[src/rtl/pipe_chain_reg.sv]
// pipe_chain_reg: stall/flush-controlled pipeline register chain with a two-port forwarding and hazard query
module pipe_chain_reg #(
    parameter int STAGES = 2,
    parameter int DATA_W = 32,
    parameter int SIDE_W = 8,
    parameter int TNEW_W = 4
) (
    input  logic              clk,
    input  logic              reset,
    input  logic [STAGES-1:0] en,
    input  logic [STAGES-1:0] flush,
    input  logic [DATA_W-1:0] in_pc,
    input  logic [DATA_W-1:0] in_instr,
    input  logic [DATA_W-1:0] in_res,
    input  logic [4:0]        in_a3,
    input  logic              in_write,
    input  logic [SIDE_W-1:0] in_side,
    input  logic [TNEW_W-1:0] in_tnew,
    output logic [DATA_W-1:0] out_pc,
    output logic [DATA_W-1:0] out_instr,
    output logic [DATA_W-1:0] out_res,
    output logic [4:0]        out_a3,
    output logic              out_write,
    output logic [SIDE_W-1:0] out_side,
    output logic [TNEW_W-1:0] out_tnew,
    output logic [STAGES-1:0] stg_valid,
    input  logic [4:0]        q_addr0,
    input  logic [4:0]        q_addr1,
    input  logic [TNEW_W-1:0] q_tuse0,
    input  logic [TNEW_W-1:0] q_tuse1,
    output logic              q_hit0,
    output logic              q_hit1,
    output logic [DATA_W-1:0] q_data0,
    output logic [DATA_W-1:0] q_data1,
    output logic              q_stall0,
    output logic              q_stall1
);
    logic [STAGES-1:0] valid_q, valid_d, write_q, write_d, src_valid, src_write;
    logic [DATA_W-1:0] pc_q [STAGES], pc_d [STAGES], src_pc [STAGES];
    logic [DATA_W-1:0] instr_q [STAGES], instr_d [STAGES], src_instr [STAGES];
    logic [DATA_W-1:0] res_q [STAGES], res_d [STAGES], src_res [STAGES];
    logic [4:0]        a3_q [STAGES], a3_d [STAGES], src_a3 [STAGES];
    logic [SIDE_W-1:0] side_q [STAGES], side_d [STAGES], src_side [STAGES];
    logic [TNEW_W-1:0] tnew_q [STAGES], tnew_d [STAGES], src_tnew [STAGES];
    logic [4:0]        qa [2];
    logic [TNEW_W-1:0] qt [2];
    logic [1:0]        hit, stall;
    logic [DATA_W-1:0] qd [2];

    // Stage sources: the inputs feed stage 0, every later stage reads its predecessor
    always_comb begin
        src_valid    = '0;
        src_write    = '0;
        src_valid[0] = 1'b1;
        src_write[0] = in_write;
        src_pc[0]    = in_pc;
        src_instr[0] = in_instr;
        src_res[0]   = in_res;
        src_a3[0]    = in_a3;
        src_side[0]  = in_side;
        src_tnew[0]  = in_tnew;
        for (int i = 1; i < STAGES; i++) begin
            src_valid[i] = valid_q[i-1];
            src_write[i] = write_q[i-1];
            src_pc[i]    = pc_q[i-1];
            src_instr[i] = instr_q[i-1];
            src_res[i]   = res_q[i-1];
            src_a3[i]    = a3_q[i-1];
            src_side[i]  = side_q[i-1];
            src_tnew[i]  = tnew_q[i-1];
        end
    end

    // Next state: flush inserts a bubble (pc kept for exceptions), enable loads with Tnew countdown, else hold
    always_comb begin
        valid_d = valid_q;
        write_d = write_q;
        pc_d    = pc_q;
        instr_d = instr_q;
        res_d   = res_q;
        a3_d    = a3_q;
        side_d  = side_q;
        tnew_d  = tnew_q;
        for (int i = 0; i < STAGES; i++) begin
            if (flush[i] || en[i]) begin
                pc_d[i]   = src_pc[i];
                res_d[i]  = src_res[i];
                side_d[i] = src_side[i];
            end
            if (flush[i]) begin
                valid_d[i] = 1'b0;
                write_d[i] = 1'b0;
                a3_d[i]    = '0;
                tnew_d[i]  = '0;
                instr_d[i] = '0;
            end else if (en[i]) begin
                valid_d[i] = src_valid[i];
                write_d[i] = src_write[i] && (src_a3[i] != 5'd0);
                a3_d[i]    = src_a3[i];
                instr_d[i] = src_instr[i];
                tnew_d[i]  = (src_tnew[i] == '0) ? '0 : src_tnew[i] - TNEW_W'(1);
            end
        end
    end

    // State registers, cleared immediately when reset drops
    always_ff @(posedge clk or negedge reset) begin
        if (!reset) begin
            valid_q <= '0;
            write_q <= '0;
            pc_q    <= '{default: '0};
            instr_q <= '{default: '0};
            res_q   <= '{default: '0};
            a3_q    <= '{default: '0};
            side_q  <= '{default: '0};
            tnew_q  <= '{default: '0};
        end else begin
            valid_q <= valid_d;
            write_q <= write_d;
            pc_q    <= pc_d;
            instr_q <= instr_d;
            res_q   <= res_d;
            a3_q    <= a3_d;
            side_q  <= side_d;
            tnew_q  <= tnew_d;
        end
    end

    assign qa[0] = q_addr0;
    assign qa[1] = q_addr1;
    assign qt[0] = q_tuse0;
    assign qt[1] = q_tuse1;

    // Hazard lookup from registered state: scan oldest to youngest so the youngest matching stage decides
    always_comb begin
        hit   = '0;
        stall = '0;
        qd[0] = '0;
        qd[1] = '0;
        for (int p = 0; p < 2; p++) begin
            for (int i = STAGES - 1; i >= 0; i--) begin
                if (valid_q[i] && write_q[i] && a3_q[i] == qa[p] && qa[p] != 5'd0) begin
                    hit[p]   = tnew_q[i] == '0;
                    stall[p] = tnew_q[i] > qt[p];
                    qd[p]    = (tnew_q[i] == '0) ? res_q[i] : '0;
                end
            end
        end
    end

    assign q_hit0    = hit[0];
    assign q_hit1    = hit[1];
    assign q_stall0  = stall[0];
    assign q_stall1  = stall[1];
    assign q_data0   = qd[0];
    assign q_data1   = qd[1];
    assign out_pc    = pc_q[STAGES-1];
    assign out_instr = instr_q[STAGES-1];
    assign out_res   = res_q[STAGES-1];
    assign out_a3    = a3_q[STAGES-1];
    assign out_write = write_q[STAGES-1];
    assign out_side  = side_q[STAGES-1];
    assign out_tnew  = tnew_q[STAGES-1];
    assign stg_valid = valid_q;
endmodule

[config.mk]
export PLATFORM = sky130hd
export DESIGN_NAME = pipe_chain_reg
export DESIGN_NICKNAME = d
export VERILOG_FILES = /design/src/rtl/pipe_chain_reg.sv
export SDC_FILE = /design/constraint.sdc
export NUM_CORES = 1
export LEC_CHECK = 0
export ABC_AREA = 0
export BUFFER_PORTS_ARGS = -buffer_cell sky130_fd_sc_hd__clkbuf_2
export CAP_MARGIN = 20
export CORE_ASPECT_RATIO = 2
export CORE_MARGIN = 4
export CORE_UTILIZATION = 48
export DETAILED_ROUTE_END_ITERATION = 8
export PLACE_DENSITY = 0.77
export RECOVER_POWER = 50
export SLEW_MARGIN = 10
export SYNTH_ARGS = -nofsm -noshare
export SYNTH_HDL_FRONTEND = slang
export SYNTH_SLANG_ARGS = --single-unit
[constraint.sdc]
create_clock -name clk -period 2.1 [get_ports clk]
set_input_delay 0.42 -clock clk [delete_from_list [all_inputs] [get_ports clk]]
set_output_delay 0.42 -clock clk [all_outputs]
set_load 0.02 [all_outputs]
==> impl_summary.md <==
Detailed routing
In the routed layout, each cell is associated on average with a via count of about 5.4. The routed length per placed instance is about 19 um. The post-detailed-route count of antenna-violating nets is 0. The number of DRC violations after detailed routing is 0. The initial detailed-routing violation count is 415.

For this block, the routed nets add up to about 29 mm of wire. The total via count after detailed routing is roughly 8200. The number of iterations in the first detailed-routing pass is 4.

Timing
After layout, the minimum clock period comes to 2.88 ns. The number of slew-limit violations in the final report is 0. The highest clock frequency the design can meet is 0.347 GHz. The number of hold violations in the final report came to 0. Setup repair after global routing could not meet its margin everywhere. The worst pin sits at a relative slew slack of 5.93%. The final setup skew is approximately 0.0058 ns. In the final timing run, aggregate negative setup slack is -50.35 ns.

The slew of the pin with the lowest slew margin is around 1.4 ns. The final setup violation count is 68. Across all setup checks in the final design, the least slack found is -0.781 ns. Dividing the final minimum period by the clock period gives 137%.

Clock tree
The number of buffers created by CTS is 22. The clock latency reported for the late side of the worst-skew pair is about 0.50 ns. The library cell used as clock root buffer is clkbuf_16. In this run the number of H-tree levels came out at 1. The TritonCTS clock tree is built.

After clock tree synthesis, the clock-pin slew on the worst setup and hold paths is around 0.060 ns. The number of buffers on the longest clock path is 3. The number of clock sinks seen by CTS is 230.

Yosys
Synthesis inferred 230 register bits. Dividing the synthesized area by the synthesized cell count gives roughly 11 um^2. The unique cell type count in the Yosys netlist is 37.

The number of warnings printed during yosys synthesis is 0. Of the post-synthesis cell area, the dominant cell type holds roughly 51%. The biggest area consumer among synthesized cells is dfrtp_1. The number of cells produced by synthesis is ~1000. The sequential cell area fraction in the yosys report is between 50% and 60%. The net count after synthesis is 1152. The area of the mapped netlist is between 0.01 and 0.015 mm^2. By area the synthesized netlist is led by dfrtp_1, mux2_2, buf_4.

Global routing
For this run the aggregate overflow at the end of global routing stands at 0. The first global-routing pass estimated ~45 mm of wire. The number of antenna violations at the first check in global routing is 1. The via count of the first global-routing pass is between 8000 and 9000.

For this run, the total global-route usage over all layers was measured as a little over a fifth. The largest net degree at the start of global routing is 73.

Placed design
Before CTS, the worst setup slack after placement is -0.367 ns. The detailed placer's ending HPWL is about 21 mm. At the end of routability-driven placement, the weighted congestion stood at slightly above 0.9. The count of port buffers added during placement is 321.

Critical path
For this design, the slowest cell found on the critical path is or4_4. STA puts the critical path data required time at about 1.7 ns. The data arrival time of the worst path is approximately 2.5 ns.

The peak per-stage delay on the critical path is roughly 0.62 ns. The kind of start point of the critical path is a flop. In this run the worst path has a maximum fanout of 27. By startpoint and endpoint, the worst setup path is classified as reg2out.

The number of cells on the worst reg-to-reg path is 7. The kind of capture point of the worst setup path is an output pin. The signal on the critical path passes through xnor2_2, nand4_1, or4_4, buf_12, nand3_1, o21ai_2, buf_2.

Layout
The number of filler cells placed in the layout is roughly 1900. From synthesis to final layout, the design area changed by 24.5%. The register cell area after layout is 0.00576 mm^2. In the final design database the tool counted around 1400 nets. The post-layout utilization of the core is about three fifths. The area of the multi-input gates is 0.00482 mm^2. The ratio of cells with drive above 1 in the final layout is approximately 53%.

Hold path
The class of the tightest hold or removal check is in2reg. The worst hold path cell count is 2.

Run
The number of max-capacitance violations reported is 0.

Power
The post-route total power is 0.0107 W. The peak supply drop is just over 700 uV. The power per cell area is between 700 and 800 mW/mm^2. The standby leakage power is a little under 7 nW.

Die
The number of top-level pins is between 300 and 400. The die is about 120 um wide. The initialized floorplan defines 79 standard-cell rows. The die is about 230 um tall. The full die area is around 0.026 mm^2. The placeable core region is roughly 0.023 mm^2. The initial utilization of the core area, before any placement, comes to between 40% and 50%.

Status
The run finished, with violations left. The checks that failed: negative setup slack.
worst paths after layout:
kind	slack (ns)	endpoint	startpoint
min	0.15	res_q[55]	in_res[23]
max	-0.78	q_data1[25]	a3_q[9]
max reg2reg	0.14	write_q[1]	a3_q[6]
min in group asynchronous	0.54	out_side[5]	reset
max in group asynchronous	0.18	a3_q[9]	reset
min reg2reg	0.50	side_q[9]	side_q[9]
where the power goes:
| group | internal, W | leakage [nW] | switching (W) |
|---|---|---|---|
| combinational | 0.000716 | 3.66 | 0.000957 |
| clock | 0.00231 | 0.347 | 0.00165 |
| sequential | 0.00479 | 2.84 | 0.000274 |
critical path, delay by kind of cell, from the launching register on:
family | cells | cell delay, ns
flip-flops | 1 | 0.47
AO/OA/AOI/OAI | 1 | 0.06
AND/OR/NAND/NOR | 3 | 0.85
XOR/XNOR | 1 | 0.19
buffers and inverters | 2 | 0.38
area by class of cell:
class	count	share of cell area (%)
Clock buffer	29	4.37
Tap cell	283	2.50
Inverter	14	0.372
Sequential cell	230	40.7
Multi-Input combinational cell	583	34.1
Clock inverter	7	0.646
Timing Repair Buffer	380	17.3
Antenna cell	1	0.0177
registers in the layout, indices dropped and copies added (netlist names), 8 cells and up:
register,count
instr_q,32
out_instr,32
out_pc,32
out_res,32
pc_q,32
res_q,32
out_side,8
side_q,8
timing repair:
action,4_1_cts,5_1_grt
hold endpoints to repair,29,0
resized for setup,40,94
gates cloned,1,2
pin swaps,4,8
hold buffers,1,0
endpoints found under the setup margin,68,68
buffers inserted,2,2
cells in the final DEF, fill, tap and decap left out, drive strengths merged, types with 14 or more instances in the layout:
| cell type | synthesis | layout |
|---|---|---|
| buf | 142 | 88 |
| clkbuf | 25 | 320 |
| dfrtp | 230 | 230 |
| ha | 20 | 20 |
| inv | 14 | 14 |
| mux2 | 146 | 146 |
| mux2i | 75 | 75 |
| nand2 | 40 | 40 |
| nand3 | 64 | 64 |
| nor2 | 91 | 91 |
| o21ai | 74 | 74 |
| xnor2 | 20 | 20 |
per-stage QoR:
stage | cells | hold slack (ns) | cell area, um^2
after floorplan | 994 | 0.124 | 11600
final | 1527 | 0.146 | 14100
after global placement | 1482 | 0.306 | 13100
after global routing | 1527 | 0.133 | 14100
after CTS | 1522 | 0.118 | 14000
after detailed placement | 1482 | 0.307 | 13100
cell usage after synthesis:
cell / number
dfrtp_1: 230
mux2_2: 145
buf_4: 112
nor2_1: 91
mux2i_1: 75
nand3_1: 64
o21ai_0: 58
nand2_1: 40
clkbuf_1: 22
ha_1: 20
xnor2_1: 20
buf_2: 17
o21ai_1: 15
inv_1: 14
a21oi_1: 13
buf_6: 8
nand4_1: 6
buf_1: 5
nor3_1: 5
or4_4: 4
clkbuf_8: 3
nand2b_1: 3
o211ai_1: 3
a211oi_1: 2
a41o_1: 2
nor2b_1: 2
nor3_4: 2
or3_1: 2
or4_1: 2
xor2_1: 2
and2_1: 1
mux2_4: 1
nand3b_1: 1
nor3b_2: 1
o2111ai_1: 1
o21ai_2: 1
or4_2: 1
routing by layer:
layer / wire, um / vias up / GRT usage (%)
met5: 0 / - / 0
met1: 10000 / 4042 / 24.1
met4: 1360 / 0 / 9.74
met2: 16100 / 259 / 39.1
li1: - / 3798 / -
met3: 1580 / 81 / 3.52
kinds of logic (layout without fill, tap and decap cells):
group           count (synthesis)  after routing  share of synthesized area (%)
buf+inv                       181            430                           10.7
compound gates                 95             95                           4.45
fa+ha+maj                      20             20                           2.20
simple gates                  225            225                           9.21
xor+xnor                       22             22                           1.70
mux                           221            221                           21.1
flops                         230            230                           50.7
other cells                     0              1                              0
Power figures use the tool's default switching activity.
